File: config.mk
export PLATFORM = sky130hd
export DESIGN_NAME = i2c_target
export DESIGN_NICKNAME = d
export VERILOG_FILES = /design/src/rtl/i2c_pkg.sv /design/src/rtl/i2c_sync_edge.sv /design/src/rtl/i2c_target.sv
export SDC_FILE = /design/constraint.sdc
export NUM_CORES = 1
export LEC_CHECK = 0
export CAP_MARGIN = 20
export CORE_ASPECT_RATIO = 0.75
export CORE_UTILIZATION = 65
export CTS_CLUSTER_DIAMETER = 120
export DETAILED_ROUTE_END_ITERATION = 10
export DONT_BUFFER_PORTS = 1
export PLACE_DENSITY = 0.78
export SETUP_SLACK_MARGIN = 0.1
export SYNTH_ARGS = -nofsm -noshare
export SYNTH_HDL_FRONTEND = slang
export SYNTH_SLANG_ARGS = --single-unit
File: constraint.sdc
create_clock -name clk -period 5.4 [get_ports clk]
set_input_delay 1.08 -clock clk [delete_from_list [all_inputs] [get_ports clk]]
set_output_delay 1.08 -clock clk [all_outputs]
set_load 0.02 [all_outputs]
File: src/rtl/i2c_pkg.sv
// Shared I2C definitions: state encoding common to initiator and target,
// address width and acknowledge levels.
package i2c_pkg;

    localparam int ADDR_W = 7;

    localparam logic ACK  = 1'b0;
    localparam logic NACK = 1'b1;

    typedef enum logic [3:0] {
        ST_IDLE   = 4'd0,
        ST_START  = 4'd1,
        ST_ADDR   = 4'd2,
        ST_ACK0   = 4'd3,
        ST_W_DATA = 4'd4,
        ST_ACK1   = 4'd5,
        ST_R_DATA = 4'd6,
        ST_ACK2   = 4'd7,
        ST_STOP   = 4'd8,
        ST_IGNORE = 4'd9
    } state_t;

    // Target-side names for the shared encodings.
    localparam state_t ST_ADDR_ACK  = ST_ACK0;
    localparam state_t ST_WRITE     = ST_W_DATA;
    localparam state_t ST_WRITE_ACK = ST_ACK1;
    localparam state_t ST_READ      = ST_R_DATA;
    localparam state_t ST_READ_ACK  = ST_ACK2;

endpackage

File: src/rtl/i2c_sync_edge.sv
// Synchronizes SCL/SDA into the clk domain and derives SCL edges plus
// START/STOP conditions from one history register.
module i2c_sync_edge #(
    parameter int SYNC_STAGES = 2
) (
    input  logic clk,
    input  logic rst,
    input  logic scl_i,
    input  logic sda_i,
    output logic sda_lvl,
    output logic scl_rise,
    output logic scl_fall,
    output logic start_det,
    output logic stop_det
);

    logic [SYNC_STAGES-1:0] r_scl_sync;
    logic [SYNC_STAGES-1:0] r_sda_sync;
    logic                   r_scl_hist;
    logic                   r_sda_hist;
    logic                   w_scl;
    logic                   w_sda;

    // Preset to the idle bus level so reset release never looks like an edge.
    always_ff @(posedge clk or negedge rst) begin
        if (!rst) begin
            r_scl_sync <= '1;
            r_sda_sync <= '1;
            r_scl_hist <= 1'b1;
            r_sda_hist <= 1'b1;
        end else begin
            r_scl_sync <= {r_scl_sync[SYNC_STAGES-2:0], scl_i};
            r_sda_sync <= {r_sda_sync[SYNC_STAGES-2:0], sda_i};
            r_scl_hist <= w_scl;
            r_sda_hist <= w_sda;
        end
    end

    assign w_scl     = r_scl_sync[SYNC_STAGES-1];
    assign w_sda     = r_sda_sync[SYNC_STAGES-1];
    assign sda_lvl   = w_sda;
    assign scl_rise  =  w_scl & ~r_scl_hist;
    assign scl_fall  = ~w_scl &  r_scl_hist;
    assign start_det = w_scl & r_scl_hist &  r_sda_hist & ~w_sda;
    assign stop_det  = w_scl & r_scl_hist & ~r_sda_hist &  w_sda;

endmodule

File: src/rtl/i2c_target.sv
// I2C target: matches OWN_ADDR, delivers written bytes on rx_data and
// shifts out tx_data on reads. All handshakes are single-clk pulses.
module i2c_target
    import i2c_pkg::*;
#(
    parameter int                ADDR_W      = 7,
    parameter logic [ADDR_W-1:0] OWN_ADDR    = 7'h42,
    parameter int                SYNC_STAGES = 2
) (
    input  logic       clk,
    input  logic       rst,
    input  logic       scl_i,
    input  logic       sda_i,
    output logic       sda_oe,
    output logic [7:0] rx_data,
    output logic       rx_valid,
    input  logic [7:0] tx_data,
    output logic       tx_req,
    output logic       addr_hit,
    output logic       rw,
    output logic       busy,
    output logic [3:0] dbg_state
);

    logic       w_sda;
    logic       w_scl_rise;
    logic       w_scl_fall;
    logic       w_start;
    logic       w_stop;
    logic [7:0] w_byte;

    state_t     r_state;
    logic [2:0] r_bitcnt;
    logic [7:0] r_shift;
    logic       r_rd_ack;

    i2c_sync_edge #(.SYNC_STAGES(SYNC_STAGES)) u_sync (
        .clk       (clk),
        .rst       (rst),
        .scl_i     (scl_i),
        .sda_i     (sda_i),
        .sda_lvl   (w_sda),
        .scl_rise  (w_scl_rise),
        .scl_fall  (w_scl_fall),
        .start_det (w_start),
        .stop_det  (w_stop)
    );

    assign w_byte    = {r_shift[6:0], w_sda};
    assign dbg_state = r_state;

    always_ff @(posedge clk or negedge rst) begin
        if (!rst) begin
            r_state  <= ST_IDLE;
            r_bitcnt <= 3'd0;
            r_shift  <= 8'd0;
            r_rd_ack <= 1'b0;
            sda_oe   <= 1'b0;
            rx_data  <= 8'd0;
            rx_valid <= 1'b0;
            tx_req   <= 1'b0;
            addr_hit <= 1'b0;
            rw       <= 1'b0;
            busy     <= 1'b0;
        end else begin
            rx_valid <= 1'b0;
            tx_req   <= 1'b0;
            if (w_start) begin
                r_state  <= ST_ADDR;
                r_bitcnt <= 3'd0;
                r_rd_ack <= 1'b0;
                busy     <= 1'b1;
                addr_hit <= 1'b0;
                sda_oe   <= 1'b0;
            end else if (w_stop) begin
                r_state  <= ST_IDLE;
                busy     <= 1'b0;
                addr_hit <= 1'b0;
                sda_oe   <= 1'b0;
            end else begin
                case (r_state)
                    ST_ADDR: begin
                        if (w_scl_rise) begin
                            r_shift  <= w_byte;
                            r_bitcnt <= r_bitcnt + 3'd1;
                            if (r_bitcnt == 3'd7) begin
                                rw      <= w_sda;
                                r_state <= (w_byte[7:1] == OWN_ADDR) ? ST_ADDR_ACK : ST_IGNORE;
                            end
                        end
                    end
                    // First fall starts the ACK clock, the second one ends it.
                    ST_ADDR_ACK: begin
                        if (w_scl_fall) begin
                            if (!sda_oe) begin
                                sda_oe   <= 1'b1;
                                addr_hit <= 1'b1;
                                tx_req   <= rw;
                            end else if (rw) begin
                                r_shift  <= tx_data;
                                sda_oe   <= ~tx_data[7];
                                r_bitcnt <= 3'd0;
                                r_state  <= ST_READ;
                            end else begin
                                sda_oe   <= 1'b0;
                                r_bitcnt <= 3'd0;
                                r_state  <= ST_WRITE;
                            end
                        end
                    end
                    ST_WRITE: begin
                        if (w_scl_rise) begin
                            r_shift  <= w_byte;
                            r_bitcnt <= r_bitcnt + 3'd1;
                            if (r_bitcnt == 3'd7) begin
                                rx_data  <= w_byte;
                                rx_valid <= 1'b1;
                            end
                        end else if (w_scl_fall && r_bitcnt == 3'd0) begin
                            sda_oe  <= 1'b1;
                            r_state <= ST_WRITE_ACK;
                        end
                    end
                    ST_WRITE_ACK: begin
                        if (w_scl_fall) begin
                            sda_oe   <= 1'b0;
                            r_bitcnt <= 3'd0;
                            r_state  <= ST_WRITE;
                        end
                    end
                    // Counter wrapped to 0 on a fall means all 8 bits went out.
                    ST_READ: begin
                        if (w_scl_rise) begin
                            r_bitcnt <= r_bitcnt + 3'd1;
                        end else if (w_scl_fall) begin
                            if (r_bitcnt == 3'd0) begin
                                sda_oe   <= 1'b0;
                                r_rd_ack <= 1'b0;
                                r_state  <= ST_READ_ACK;
                            end else begin
                                sda_oe <= ~r_shift[3'd7 - r_bitcnt];
                            end
                        end
                    end
                    ST_READ_ACK: begin
                        if (w_scl_rise) begin
                            if (w_sda == ACK) begin
                                tx_req   <= 1'b1;
                                r_rd_ack <= 1'b1;
                            end else begin
                                sda_oe  <= 1'b0;
                                r_state <= ST_IGNORE;
                            end
                        end else if (w_scl_fall && r_rd_ack) begin
                            r_shift  <= tx_data;
                            sda_oe   <= ~tx_data[7];
                            r_bitcnt <= 3'd0;
                            r_rd_ack <= 1'b0;
                            r_state  <= ST_READ;
                        end
                    end
                    ST_IGNORE: begin
                        sda_oe <= 1'b0;
                    end
                    default: begin
                    end
                endcase
            end
        end
    end

endmodule

=== After elaboration in Yosys (flattened, before gate mapping) ===
Cells that the tools add are included.
Widths: inputs -> output; s select.

* $add $sub $neg: 2
* Magnitude comparators: 1
* Equality and inequality tests: 40
* Muxes and demuxes: 79
* Bitwise logic cells: 15
* Reductions and logical operators: 21

{| class="wikitable"
|+ Operators by type and width
! operator !! count
|-
| $mux 4 || 16
|-
| $mux 8 || 6
|-
| $mux 1 || 41
|-
| $ne 4x2->1 const B || 8
|-
| $mux 3 || 8
|-
| $pmux 4 s6 || 1
|-
| $pmux 8 s3 || 1
|-
| $ne 3x2->1 const B || 6
|-
| $reduce_and 9->1 || 2
|-
| $eq 4x3->1 const B || 4
|-
| $reduce_bool 8->1 || 2
|-
| $reduce_and 13->1 || 1
|-
| $ne 4x4->1 const B || 3
|-
| $pmux 3 s4 || 1
|-
| $reduce_bool 3->1 || 4
|-
| $ne 2x2->1 const B || 5
|-
| $reduce_and 5->1 || 2
|-
| $eq 4x2->1 const B || 2
|-
| $not 1->1 || 8
|-
| $reduce_and 8->1 || 1
|-
| $and 1x1->1 || 7
|-
| $eq 7x7->1 const B || 1
|-
| $reduce_and 7->1 || 1
|-
| $ne 3x1->1 const B || 2
|-
| other kinds (21) || 25
|}

* Register bits: 36
* Input port bits: 12
* Output and inout bits: 18
* Word-level logic and storage cells: 173

=== Longest topological paths before layout ===
* Depth in word-level cells: 10
* Mapped depth: 8
* Gate-level depth less buffers: 7

=== Hierarchy ===
From an unflattened synthesis, not the netlist that was laid out.

* Cells, all modules: 210
* Area total of the unflattened synthesis: 2,127.0 um2

{| class="wikitable"
|+ Modules (own cells, without submodules)
! module !! times used !! cells each !! area an instance (um2) !! sequential area each (um2)
|-
| i2c_target || 1 || 200 || 1,936.9 || 750.7
|-
| i2c_sync_edge || 1 || 10 || 190.2 || 157.7
|}

=== Least setup slack after synthesis ===
Ideal clock, no wire load.

* Path type: reg-to-reg
* Start: register u_sync.r_sda_sync[1]
* End: register r_shift[0]
* Arrival: 1.918 ns
* Path slack: 3.357 ns
* Cell stages (with the launch flop): 7
* Period minus slack after synthesis: 2.043 ns
* Path through: dfstp_2 > buf_6 > xnor2_4 > nor2_2 > or4_4 > a21oi_4 > mux2_2

* Cells in the longest elaborated chain, start to end: 4

{| class="wikitable"
|+ Ends and longest elaborated chain
! element !! RTL line !! source
|-
| from (decl) || i2c_sync_edge.sv:18 || <nowiki>logic [SYNC_STAGES-1:0] r_sda_sync;</nowiki>
|-
| from (signal assigned) || i2c_sync_edge.sv:33 || <nowiki>r_sda_sync <= {r_sda_sync[SYNC_STAGES-2:0], sda_i};</nowiki>
|-
| $not 1->1 || i2c_sync_edge.sv:44 || <nowiki>assign start_det = w_scl & r_scl_hist & r_sda_hist & ~w_sda;</nowiki>
|-
| $and 1x1->1 || i2c_sync_edge.sv:44 ||
|-
| $not 1->1 (no source line) || - ||
|-
| $reduce_and 9->1 (no source line) || - ||
|-
| to (signal assigned) || i2c_target.sv:84 || <nowiki>r_shift <= w_byte;</nowiki>
|-
| to (signal assigned) || i2c_target.sv:100 || <nowiki>r_shift <= tx_data;</nowiki>
|-
| to (signal assigned) || i2c_target.sv:113 || <nowiki>r_shift <= w_byte;</nowiki>
|-
| to (decl) || i2c_target.sv:34 || <nowiki>logic [7:0] r_shift;</nowiki>
|}

Several ways; a longest one is shown, not always the timed one. The select of a mux whose other input is x is not followed.
A chain may end at the register's enable or synchronous reset.

=== Worst setup path in the final report ===
* Start: register r_state[0], in the netlist dbg_state[0]
* End: register r_shift[0]

* Cells in the longest elaborated chain, start to end: 4

{| class="wikitable"
|+ Ends and longest elaborated chain
! element !! RTL line !! source
|-
| from (decl) || i2c_target.sv:32 || <nowiki>state_t r_state;</nowiki>
|-
| from (signal assigned) || i2c_target.sv:88 || <nowiki>r_state <= (w_byte[7:1] == OWN_ADDR) ? ST_ADDR_ACK : ST_IGNORE;</nowiki>
|-
| $eq 4x3->1 / $eq 4x2->1 (equally long branches) || i2c_target.sv:81 || <nowiki>case (r_state)</nowiki>
|-
| $reduce_or 2->1 (no source line) || - ||
|-
| $ne 2x1->1 (no source line) / $reduce_bool 3->1 (equally long branches) || - ||
|-
| $reduce_and 9->1 (no source line) || - ||
|}

Several ways; a longest one is shown, not always the timed one.

==> results.toml <==
[clock_tree]
post_cts_resized = 0
clk_pin_slew_ns = 0.07
cts_tree = "built"
htree_levels = 2
cts_sinks = 36
clk_latency_ns = 0.29
cts_root_buf = "clkbuf_8"
clock_path_buffers = 2
cts_setup_buffers = 0
cts_made_buffers = 5
cts-hold-fix-buffers = 0

[floorplanning]
ios = 30
initial_core_util_pct = 70.1
die_height_microns = 51.4
placementRows = 17
core-area_sq_mm = 0.00302
die_w_microns = 67.9
die_area_sq_mm = 0.00349

[worst_setup_path]
cp.required_ns = 5.57
endpoint = "r_shift[0]$_DFFE_PN0P_"
crit_start = "dbg_state[0]$_DFFE_PN0P_"
cpPeakStageDelay_ns = 0.72
cp-end-kind = "flip-flop"
cp-start-kind = "flip-flop"
crit_chain = "nand4b_1 > nor2_1 > or4_4 > a21oi_4 > mux2_2"
crit_fanout = 23
r2r_end = "r_shift[0]$_DFFE_PN0P_"
cp_slowest_cell = "dfrtp_1"
path_depth = 5
critPathKind = "flip-flop to flip-flop"
r2r_slack_ns = 2.91
r2r_cells = 5
crit_buf_inv = 0
cp_top_family = "simple AND/OR/NAND/NOR gates"
worstPathArrival_ns = 2.66
r2r-start = "dbg_state[0]$_DFFE_PN0P_"

[timing]
slew_headroom_pct = 41.0
finalMaxSlewViolations = 0
max_freq_mhz = 402
setup_tns_ns = 0
rsz0062_at_grt = "false"
min_period_ns = 2.49
finalCritPeriodShare_pct = 46.1
tightest_slew_ns = 0.885
finClkSkew_ns = 0.0102
hold_viol_final = 0
setup_violations = 0
holdWs_ns = 0.357

[route]
drc = 0
drtPass1Iterations = 4
ant_nets = 0
via_per_inst = 6.93
vias = 1601
first_iter_violations = 213
routed_wl_microns = 4870
wl_per_cell_microns = 21.1

[synth]
synth_cells = 196
yosysUniqueCellTypes = 57
syn_nets = 211
syn_area_per_cell_sq_um = 10.8
async_reset_ff_share_pct = 100
syn-cell-area_sq_mm = 0.00212
ys_seq_area_share_pct = 42.9
synth_edf_count = 0
yosys_warnings = 0
synth_seq_cells = 36
synth_ff_type = "dfrtp_1"

[pwr]
leakagePower_nw = 0.961
pwr_density_cell_mw_per_mm2 = 402
switchingPower_w = 0.000295
power_frac_seq_pct = 46.0
p_int_w = 0.000595
clkPwrFrac_pct = 26.1
pwr-share-comb_pct = 27.9
peakVddDrop_mv = 0.258
p_sw_share_pct = 33.1

[final_layout]
drive_gt1_share_pct = 25.4
final_nets = 207
area_growth_pct = 4.55
diodes = 0

[placement]
dp.final_hpwl_microns = 3570
place_congestion = 0.990
io_buffers = 0

[min_path]
hold_class = "flip-flop to flip-flop"

[grt]
antenna_found_initial = 0
grt_use_total_pct = 31.6
grt_max_degree = 37
grt_overflow = 0
grt_pass1_vias = 1522
grt_first_pass_wirelength_microns = 7800

[status]
status = "finished clean"

[run]
drv_cap = 0
==> worst min-delay path by stage <==
stage	from	endpoint	slack [ns]	cells past startpoint
3_5_place_dp	u_sync.r_scl_sync[0]$_DFF_PN1_	u_sync.r_scl_sync[1]$_DFF_PN1_	0.35	0
6_report	u_sync.r_scl_sync[0]$_DFF_PN1_	u_sync.r_scl_sync[1]$_DFF_PN1_	0.36	0
4_1_cts	u_sync.r_scl_sync[0]$_DFF_PN1_	u_sync.r_scl_sync[1]$_DFF_PN1_	0.36	0
5_1_grt	u_sync.r_scl_sync[0]$_DFF_PN1_	u_sync.r_scl_sync[1]$_DFF_PN1_	0.36	0
2_1_floorplan	u_sync.r_scl_sync[0]$_DFF_PN1_	u_sync.r_scl_sync[1]$_DFF_PN1_	0.35	0
3_3_place_gp	u_sync.r_scl_sync[0]$_DFF_PN1_	u_sync.r_scl_sync[1]$_DFF_PN1_	0.35	0
==> placed cells by master, fill, tap and decap left out, drive strengths merged, types with 4 or more instances in the layout <==
| cell type | Yosys | layout |
|---|---|---|
| a21oi | 8 | 8 |
| clkbuf | 6 | 6 |
| dfrtp | 30 | 30 |
| dfstp | 6 | 6 |
| inv | 4 | 4 |
| mux2 | 27 | 27 |
| nand2 | 7 | 7 |
| nand2b | 6 | 6 |
| nand3 | 7 | 7 |
| nor2 | 16 | 16 |
| nor2b | 5 | 5 |
| o21ai | 7 | 7 |
==> per-layer routing <==
metal  GRT usage (%)  vias to the layer above  part of all wire (%)
met5               0                        -                     0
li1                -                      723                     -
met4            8.33                        0                  0.90
met1            45.7                      789                    45
met3            13.4                        5                    11
met2            42.8                       84                    43
==> logic make-up after synthesis <==
kind of cell	count (synthesis)	synth area share, %
AND/OR/NAND/NOR	66	18.1
AO/OA/AOI/OAI	43	14.7
XOR/XNOR	3	2.13
flip-flops	36	42.9
buffers and inverters	15	3.48
adder cells (fa/ha/maj)	3	1.77
multiplexers	30	17.0
==> power groups by stage <==
stage | Clock (W) | Combinational, W | Sequential [W]
2_1_floorplan | 0 | 0.000224 | 0.000369
3_3_place_gp | 0 | 0.000236 | 0.000405
3_5_place_dp | 0 | 0.000244 | 0.000412
4_1_cts | 0.000236 | 0.000245 | 0.000407
5_1_grt | 0.000247 | 0.000267 | 0.000418
6_report | 0.000233 | 0.000248 | 0.000409
==> cells in the mapped netlist, types with 2 or more instances <==
cell	n	area share, %
a22oi_1	2	0.71
a21oi_1	7	1.7
a211oi_1	2	0.71
nand2_1	7	1.2
a21o_1	3	1.1
clkbuf_1	6	1.1
a22o_1	3	1.2
mux2_2	27	14
buf_4	2	0.71
ha_1	3	1.8
nand2b_1	6	1.8
o2111ai_1	3	1.2
nand3_1	7	1.7
inv_1	4	0.71
nor2b_1	5	1.5
buf_2	2	0.47
or2_2	2	0.59
dfstp_2	6	7.4
o2bb2ai_1	2	0.83
o21ai_0	7	1.7
mux4_2	2	2.1
or3_1	3	0.89
nor4_1	2	0.59
nor2_1	15	2.7
nand4_1	2	0.59
and2b_1	2	0.71
a31oi_1	3	0.89
o221ai_1	2	0.83
nor3_1	2	0.47
dfrtp_1	30	35
==> metrics by stage <==
step / total power [W] / worst slack, ns / cells / util (%) / cell area [sq um]
after global placement: 0.000641 / 2.94 / 223 / 69.8 / 2110
after CTS: 0.000888 / 2.92 / 231 / 73.3 / 2210
after floorplan: 0.000593 / 3.36 / 196 / - / 2120
after global routing: 0.000932 / 2.81 / 231 / 73.3 / 2210
after detailed placement: 0.000656 / 2.94 / 223 / 69.8 / 2110
final: 0.000890 / 2.91 / 231 / 73.3 / 2210
==> worst register-to-register path: stages, from the launching register on <==
cell      delay [ns]
dfrtp_1         0.72
nand4b_1        0.41
nor2_1          0.09
or4_4           0.51
a21oi_4         0.28
mux2_2          0.38
==> flip-flops by register name, indices dropped and copies added, names as in the netlist <==
signal,count
rx_valid,1
dbg_state,4
tx_req,1
u_sync.r_scl_hist,1
r_bitcnt,3
r_rd_ack,1
sda_oe,1
u_sync.r_sda_sync,2
r_shift,8
busy,1
rx_data,8
rw,1
u_sync.r_sda_hist,1
u_sync.r_scl_sync,2
addr_hit,1
==> area by class of cell <==
cell class              instances  area [sq um]
inverters                       4          15.0
well taps                      38          47.5
clock buffers                   6          72.6
fillers                       217           806
multi-input cells             145          1140
clock inverters                 2          35.0
flip-flops and latches         36           908
Power figures use the tool's default switching activity.
